### src/rtl/eink_spi_byte_tx.sv
// eink_spi_byte_tx: SPI mode-0 byte transmitter for the SSD1680 e-ink panel.
// It sends one byte MSB-first for each write handshake and owns the CSB framing.
// CSB stays low across streamed bytes. When the frame closes, CSB is held low
// for one half-period and then released with a guard time. D/C is latched per byte.
// Optional build macro EINK_SPI_RX_EN adds MISO capture and the o_rx_data port.
module eink_spi_byte_tx #(
    parameter int DIV_W      = 8,
    parameter int GUARD_MULT = 1
) (
    input  logic             i_clk,
    input  logic             i_rst,
    input  logic [DIV_W-1:0] i_prescaler,
    input  logic             i_wr_en,
    input  logic [7:0]       i_wr_data,
    input  logic             i_wr_dc,
    input  logic             i_stream,
    output logic             o_busy,
    output logic             o_done,
    output logic             o_spi_csb,
    output logic             o_spi_sck,
    output logic             o_spi_mosi,
    output logic             o_spi_mosi_oe,
    output logic             o_spi_dc,
    input  logic             i_spi_miso
`ifdef EINK_SPI_RX_EN
    ,
    output logic [7:0]       o_rx_data
`endif
);

    // Guard repeats are counted in whole half-periods so the half-period counter stays DIV_W bits.
    localparam int GW       = (GUARD_MULT > 1) ? $clog2(GUARD_MULT) : 1;
    localparam bit GUARD_EN = (GUARD_MULT > 0);

    typedef enum logic [1:0] {
        ST_IDLE  = 2'd0,
        ST_SHIFT = 2'd1,
        ST_HOLD  = 2'd2,
        ST_GUARD = 2'd3
    } state_t;

    state_t           r_state;
    state_t           w_state_next;

    logic [DIV_W-1:0] r_cnt,   w_cnt_next;
    logic [DIV_W-1:0] r_h,     w_h_next;
    logic [2:0]       r_bit,   w_bit_next;
    logic [7:0]       r_shift, w_shift_next;
    logic [GW-1:0]    r_grep,  w_grep_next;
    logic             r_busy,  w_busy_next;
    logic             r_done,  w_done_next;
    logic             r_csb,   w_csb_next;
    logic             r_sck,   w_sck_next;
    logic             r_mosi,  w_mosi_next;
    logic             r_oe,    w_oe_next;
    logic             r_dc,    w_dc_next;

    logic [DIV_W-1:0] w_h_in;
    logic             w_cnt_zero;

`ifdef EINK_SPI_RX_EN
    logic [7:0]       r_rx_shift, w_rx_shift_next;
    logic [7:0]       r_rx_data,  w_rx_data_next;
`else
    logic             w_unused_miso;
    assign w_unused_miso = i_spi_miso;
`endif

    // Prescaler of zero is treated as a half-period of one clock.
    assign w_h_in     = (i_prescaler == {DIV_W{1'b0}}) ? DIV_W'(1) : i_prescaler;
    assign w_cnt_zero = (r_cnt == {DIV_W{1'b0}});

    // Compute the next state and the next value of every output and datapath register.
    always_comb begin
        w_state_next = r_state;
        w_cnt_next   = r_cnt;
        w_h_next     = r_h;
        w_bit_next   = r_bit;
        w_shift_next = r_shift;
        w_grep_next  = r_grep;
        w_busy_next  = r_busy;
        w_done_next  = 1'b0;
        w_csb_next   = r_csb;
        w_sck_next   = r_sck;
        w_mosi_next  = r_mosi;
        w_dc_next    = r_dc;
`ifdef EINK_SPI_RX_EN
        w_rx_shift_next = r_rx_shift;
        w_rx_data_next  = r_rx_data;
`endif
        case (r_state)
            ST_IDLE: begin
                if (i_wr_en) begin
                    // A write wins over a simultaneous stream drop. The frame closes after this byte.
                    w_state_next = ST_SHIFT;
                    w_h_next     = w_h_in;
                    w_cnt_next   = w_h_in - DIV_W'(1);
                    w_shift_next = i_wr_data;
                    w_mosi_next  = i_wr_data[7];
                    w_bit_next   = 3'd0;
                    w_busy_next  = 1'b1;
                    w_csb_next   = 1'b0;
                    w_sck_next   = 1'b0;
                    w_dc_next    = i_wr_dc;
                end else if (!r_csb && !i_stream) begin
                    // The frame was left open and the stream has now ended, so close it.
                    w_state_next = ST_HOLD;
                    w_cnt_next   = r_h - DIV_W'(1);
                    w_busy_next  = 1'b1;
                end else begin
                    w_state_next = ST_IDLE;
                end
            end
            ST_SHIFT: begin
                if (w_cnt_zero) begin
                    w_cnt_next = r_h - DIV_W'(1);
                    if (!r_sck) begin
                        // Rising edge: the panel samples MOSI here.
                        w_sck_next = 1'b1;
`ifdef EINK_SPI_RX_EN
                        w_rx_shift_next = {r_rx_shift[6:0], i_spi_miso};
`endif
                    end else begin
                        // Falling edge: advance MOSI, or finish the byte after the eighth bit.
                        w_sck_next = 1'b0;
                        if (r_bit == 3'd7) begin
`ifdef EINK_SPI_RX_EN
                            w_rx_data_next = r_rx_shift;
`endif
                            if (i_stream) begin
                                w_state_next = ST_IDLE;
                                w_busy_next  = 1'b0;
                                w_done_next  = 1'b1;
                            end else begin
                                w_state_next = ST_HOLD;
                            end
                        end else begin
                            w_bit_next   = r_bit + 3'd1;
                            w_shift_next = {r_shift[6:0], 1'b0};
                            w_mosi_next  = r_shift[6];
                        end
                    end
                end else begin
                    w_cnt_next = r_cnt - DIV_W'(1);
                end
            end
            ST_HOLD: begin
                if (w_cnt_zero) begin
                    w_csb_next = 1'b1;
                    if (GUARD_EN) begin
                        w_state_next = ST_GUARD;
                        w_cnt_next   = r_h - DIV_W'(1);
                        w_grep_next  = GW'(GUARD_MULT - 1);
                    end else begin
                        w_state_next = ST_IDLE;
                        w_busy_next  = 1'b0;
                        w_done_next  = 1'b1;
                    end
                end else begin
                    w_cnt_next = r_cnt - DIV_W'(1);
                end
            end
            ST_GUARD: begin
                if (w_cnt_zero) begin
                    if (r_grep == {GW{1'b0}}) begin
                        w_state_next = ST_IDLE;
                        w_busy_next  = 1'b0;
                        w_done_next  = 1'b1;
                    end else begin
                        w_grep_next = r_grep - GW'(1);
                        w_cnt_next  = r_h - DIV_W'(1);
                    end
                end else begin
                    w_cnt_next = r_cnt - DIV_W'(1);
                end
            end
            default: begin
                w_state_next = ST_IDLE;
                w_busy_next  = 1'b0;
                w_csb_next   = 1'b1;
                w_sck_next   = 1'b0;
            end
        endcase
        w_oe_next = ~w_csb_next;
    end

    // FSM state register.
    always_ff @(posedge i_clk or posedge i_rst) begin
        if (i_rst) begin
            r_state <= ST_IDLE;
        end else begin
            r_state <= w_state_next;
        end
    end

    // Datapath and registered pad outputs; reset aborts any byte in flight.
    always_ff @(posedge i_clk or posedge i_rst) begin
        if (i_rst) begin
            r_cnt   <= {DIV_W{1'b0}};
            r_h     <= DIV_W'(1);
            r_bit   <= 3'd0;
            r_shift <= 8'h00;
            r_grep  <= {GW{1'b0}};
            r_busy  <= 1'b0;
            r_done  <= 1'b0;
            r_csb   <= 1'b1;
            r_sck   <= 1'b0;
            r_mosi  <= 1'b0;
            r_oe    <= 1'b0;
            r_dc    <= 1'b1;
        end else begin
            r_cnt   <= w_cnt_next;
            r_h     <= w_h_next;
            r_bit   <= w_bit_next;
            r_shift <= w_shift_next;
            r_grep  <= w_grep_next;
            r_busy  <= w_busy_next;
            r_done  <= w_done_next;
            r_csb   <= w_csb_next;
            r_sck   <= w_sck_next;
            r_mosi  <= w_mosi_next;
            r_oe    <= w_oe_next;
            r_dc    <= w_dc_next;
        end
    end

`ifdef EINK_SPI_RX_EN
    // MISO capture shift register and the byte presented at done.
    always_ff @(posedge i_clk or posedge i_rst) begin
        if (i_rst) begin
            r_rx_shift <= 8'h00;
            r_rx_data  <= 8'h00;
        end else begin
            r_rx_shift <= w_rx_shift_next;
            r_rx_data  <= w_rx_data_next;
        end
    end

    assign o_rx_data = r_rx_data;
`endif

    assign o_busy        = r_busy;
    assign o_done        = r_done;
    assign o_spi_csb     = r_csb;
    assign o_spi_sck     = r_sck;
    assign o_spi_mosi    = r_mosi;
    assign o_spi_mosi_oe = r_oe;
    assign o_spi_dc      = r_dc;

endmodule
### config.mk
export PLATFORM = sky130hd
export DESIGN_NAME = eink_spi_byte_tx
export DESIGN_NICKNAME = d
export VERILOG_FILES = /design/src/rtl/eink_spi_byte_tx.sv
export SDC_FILE = /design/constraint.sdc
export NUM_CORES = 1
export LEC_CHECK = 0
export CAP_MARGIN = 10
export CORE_ASPECT_RATIO = 0.8
export CORE_UTILIZATION = 54
export CTS_CLUSTER_SIZE = 24
export DETAILED_ROUTE_END_ITERATION = 10
export PLACE_DENSITY = 0.79
export SLEW_MARGIN = 20
export SYNTH_ARGS = -nofsm -noshare
export SYNTH_HDL_FRONTEND = slang
export SYNTH_SLANG_ARGS = --single-unit
### constraint.sdc
create_clock -name i_clk -period 2.8 [get_ports i_clk]
set_clock_uncertainty 0.1 [all_clocks]
set_input_delay 0.28 -clock i_clk [delete_from_list [all_inputs] [get_ports i_clk]]
set_output_delay 0.28 -clock i_clk [all_outputs]
set_load 0.01 [all_outputs]
## Word-level counts from Yosys, hierarchy flattened

Index checks and enable logic that the tools add are counted.

| word-level totals | value |
|---|---|
| bits in registers | 36 |
| word-level logic and storage cells | 110 |

| cells by class | value |
|---|---|
| add/sub/neg operators | 5 |
| equality and inequality tests | 15 |
| mux-type cells | 59 |
| bitwise operators | 2 |
| reduce and logical (&&, ||, !) cells | 16 |

Operators with widths:

| kind | number |
|---|---|
| $mux 8 | 6 |
| $mux 7 | 4 |
| $mux 1 | 26 |
| $pmux 8 s3 | 1 |
| $sub 8x1->8 const B | 3 |
| $mux 2 | 9 |
| $ne 2x2->1 const B | 9 |
| $logic_not 8->1 | 2 |
| $pmux 7 s2 | 1 |
| $mux 3 | 4 |
| $pmux 1 s2 | 5 |
| $pmux 2 s4 | 1 |
| $reduce_and 8->1 | 1 |
| $ne 3x3->1 const B | 2 |
| $pmux 3 s2 | 1 |
| $reduce_and 3->1 | 2 |
| $reduce_and 6->1 | 1 |
| $reduce_and 5->1 | 1 |
| $eq 2x2->1 const B | 2 |
| $reduce_and 2->1 | 2 |
| $reduce_bool 2->1 | 2 |
| $add 3x1->3 const B | 1 |
| $eq 3x3->1 const B | 1 |
| $pmux 1 s3 | 1 |
| 7 further kinds | 9 |

## Longest topological paths before layout

| depth | value |
|---|---|
| depth after elaboration | 5 |
| mapped depth | 9 |

## Worst setup path after synthesis

OpenSTA, ideal clock, no wires.

| timing path | value |
|---|---|
| path type | register -> register |
| from | register r_cnt[4] |
| to | register r_mosi (netlist: o_spi_mosi) |
| library setup time | 0.125 ns |
| data arrival time | 2.128 ns |
| required time | 2.575 ns |
| path slack | 0.448 ns |
| cell stages (with the launch flop) | 8 |
| buffers on the path | 2 |
| period minus slack after synthesis | 2.352 ns |
| cells stage by stage | dfrtp_1 -> or4_1 -> buf_2 -> nor3_4 -> nand2_2 -> a21oi_2 -> buf_4 -> mux2_2 |

| on the way | value |
|---|---|
| longest elaborated chain between the ends | 3 |

RTL lines:

| element | line | source |
|---|---|---|
| start: declaration | 45 | `logic [DIV_W-1:0] r_cnt, w_cnt_next;` |
| start signal: assignment | 199 | `r_cnt <= {DIV_W{1'b0}};` |
| start signal: assignment | 212 | `r_cnt <= w_cnt_next;` |
| $logic_not 8->1 | 71 | `assign w_cnt_zero = (r_cnt == {DIV_W{1'b0}});` |
| $ne 2x2->1 (no line) | n/a |  |
| $reduce_and 5->1 (no line) | n/a |  |
| end signal: assignment | 221 | `r_mosi <= w_mosi_next;` |
| end: declaration | 54 | `logic r_mosi, w_mosi_next;` |

No other way between the ends.
A chain may end at the register's enable or synchronous reset.

## Worst setup path in the final report

| timing path | value |
|---|---|
| from | register r_cnt[4] |
| to | register r_cnt[6] |

| on the way | value |
|---|---|
| longest elaborated chain between the ends | 3 |

RTL lines:

| element | line | source |
|---|---|---|
| $sub 8x1->8 / $logic_not 8->1 (equally long branches) | n/a |  |
| $mux 8, or another cell as far along | 164 | `if (w_cnt_zero) begin` |
| $pmux 8 s3 / $reduce_and 2->1 (equally long branches) | n/a |  |

Several ways; a longest one is shown, not always the timed one.

==> impl_metrics.tcl <==
set metrics [dict create \
    synth_top_family_by_area "simple AND/OR/NAND/NOR gates" \
    place_inst 325 \
    cts_resized 0 \
    end_kind "flip-flop" \
    yosysMostFrequentCell "nand2_1" \
    synth-xor-area-share 0.0451 \
    ios 29 \
    ir_worst_vdd_mv 0.526 \
    vias 1830 \
    synth_area_leaders "dfrtp_1, nand2_1, nor2_1, mux2_2, dfstp_2" \
    antenna_left 0 \
    synthSimpleGateAreaFrac 0.240 \
    critical_path_class "flip-flop to flip-flop" \
    cp_max_fo 7 \
    postCtsHoldBufs 0 \
    antennaDiodeCount 0 \
    dieWidth_um 72.4 \
    wl_mm 4.54 \
    muxShareOfSynthArea 0.0573 \
    htreeDepth 2 \
    finalCritPeriodShare 0.888 \
    ys_seq_area_frac 0.411 \
    p_leak_nw 1.11 \
    syn_nets 277 \
    synth.cells.most_frequent "nand2_1, dfrtp_1, nor2_1" \
    syn_area_um2 2140 \
    total_power_mw 2.53 \
    dp_hpwl_mm 3.31 \
    path_clk_slew_ns 0.07 \
    synth_largest_area_cell "dfrtp_1" \
    crit_required_ns 2.85 \
    synth_edf_count 0 \
    tns_ns 0 \
    fin_nets 304 \
    cts-buffers-inserted 5 \
    synthAdderAreaFrac 0.0293 \
    setup_viol 0 \
    post_cts.repair.setup_buffers 0 \
    io_buffer_count 27 \
    place.gp.congestion 0.916 \
    grt_pass1_vias 1594 \
    via_per_inst 5.50 \
    yosysTopAreaCellShare 0.374 \
    antenna_found_initial 0 \
    r2r_slack_ns 0.31 \
    fmax_mhz 402 \
    period_minus_slack_ns 2.49 \
    outcome "completed" \
    critPathLaunchType "flip-flop" \
    regToRegStartpoint "r_cnt[4]" \
    drtIter0Drc 145 \
    grt_pass1_wl_mm 7.43 \
    cts.sinks 35 \
    overflow 0 \
    clock_latency_ns 0.28 \
    critical-path-slowest-cell "or4_1" \
    final_hold_viol_count 0 \
    synth_cell_type_count 46 \
    syn_to_final_growth_pct 21.1 \
    grt_max_degree 36 \
    tightest_slew_ns 0.593 \
    synth_top_flop_cell "dfrtp_1" \
    slew_violations 0 \
    synth_compound_area_frac 0.161 \
    synth-seq-cells 35 \
    max-cap-violations 0 \
    coreArea_um2 3800 \
    stdcell_count 333 \
    fp-row-count 20 \
    grt_setup_unrepaired "no" \
    wl_per_cell_um 13.6 \
    slowest_delay_ns 0.67 \
    synth_cells 250 \
    clk_path_buf_depth 2 \
    synth_warnings 0 \
    drc_errors 0 \
    crit_arrival_ns 2.54 \
    cp-endpoint "r_cnt[6]" \
    powerDensity_nw_per_um2 975 \
    initial_core_util 0.562 \
    grt_use_total 0.235 \
    async_flop_share 1.00 \
    slew_headroom 0.604 \
    fp.dieArea_um2 4220 \
    die_h_um 58.3 \
    r2r_cells 5 \
    r2r-end "r_cnt[6]" \
    startpoint "r_cnt[4]" \
    synth_area_per_cell_um2 8.55 \
    dr.pass1.iters 4 \
    min-delay-path-class "primary input to asynchronous set/reset pin" \
    cts_tree "yes" \
    drive_gt1_frac 0.119 \
    cts_root_buf "clkbuf_8" \
    crit_chain "or4_1 > or3_1 > o2bb2a_1 > o211ai_1 > o311ai_1" \
]
==> where the power goes <==
| part | switching (mW) | leakage (nW) | total [mW] | internal [mW] |
|---|---|---|---|---|
| Clock | 0.176 | 0.0654 | 0.532 | 0.356 |
| Combinational | 0.533 | 0.629 | 1.02 | 0.491 |
| Sequential | 0.227 | 0.418 | 0.970 | 0.743 |
==> flip-flops by register name, summed over array words and instances (netlist names) <==
name / cells
o_spi_sck: 1
o_spi_mosi: 1
o_spi_mosi_oe: 1
r_bit: 3
o_done: 1
r_h: 8
o_spi_csb: 1
r_cnt: 8
r_state: 2
o_busy: 1
r_shift: 7
o_spi_dc: 1
==> area by class of cell <==
cell class | count | area (um2)
clock buffer | 6 | 72.6
tap | 55 | 68.8
timing repair buffer | 34 | 323
inverter | 12 | 45.0
fill | 321 | 1210
sequential | 35 | 880
multi-input combinational | 189 | 1140
clock inverter | 2 | 60.1
==> critical path: cells and delay by family (launching register included) <==
kind | cells | cell delay (ns)
DFF | 1 | 0.44
AOI/OAI and AO/OA | 3 | 0.60
and+or+nand+nor | 2 | 1.22
==> cells by family after synthesis <==
| group | Yosys count |
|---|---|
| AOI/OAI and AO/OA | 49 |
| xor gates and xnor gates | 11 |
| adders and majority gates | 5 |
| buffers and inverters | 26 |
| DFF | 35 |
| muxes | 10 |
| and+or+nand+nor | 114 |
==> cell usage in the layout, fill, tap and decap left out, types with 7 or more instances in the layout <==
master and count:
buf_4 7, nand2_1 54, inv_1 12, o21ai_0 12
clkdlybuf4s50_1 27, nor3_1 10, a21oi_1 7, nor2_1 25
mux2_2 8, dfrtp_1 32
==> worst min path at each step <==
stage	to	slack [ns]	from	cells past startpoint
5_1_grt	r_shift[2]	0.34	i_rst	3
6_report	r_shift[1]	0.29	i_rst	3
4_1_cts	r_h[6]	0.30	i_rst	3
3_3_place_gp	o_spi_dc	0.35	o_spi_dc	2
3_5_place_dp	o_spi_dc	0.36	o_spi_dc	2
2_1_floorplan	o_spi_dc	0.26	i_wr_dc	2
==> metrics by stage <==
stage / hold slack [ns] / area, um2 / setup WS, ns / utilization
after floorplan: 0.263 / 2140 / 0.448 / -
after CTS: 0.304 / 2590 / 0.323 / 0.681
after global routing: 0.344 / 2590 / 0.198 / 0.681
after detailed placement: 0.360 / 2460 / 0.346 / 0.646
final: 0.291 / 2590 / 0.312 / 0.681
after global placement: 0.349 / 2460 / 0.360 / 0.646
==> metal layers <==
layer,up-vias,global-route usage,share of wire
met2,55,0.351,0.45
met1,857,0.345,0.50
met4,0,0.0756,0.0064
met5,-,0,0
li1,916,-,-
met3,2,0.0470,0.049
(Power assumes the default switching activity.)
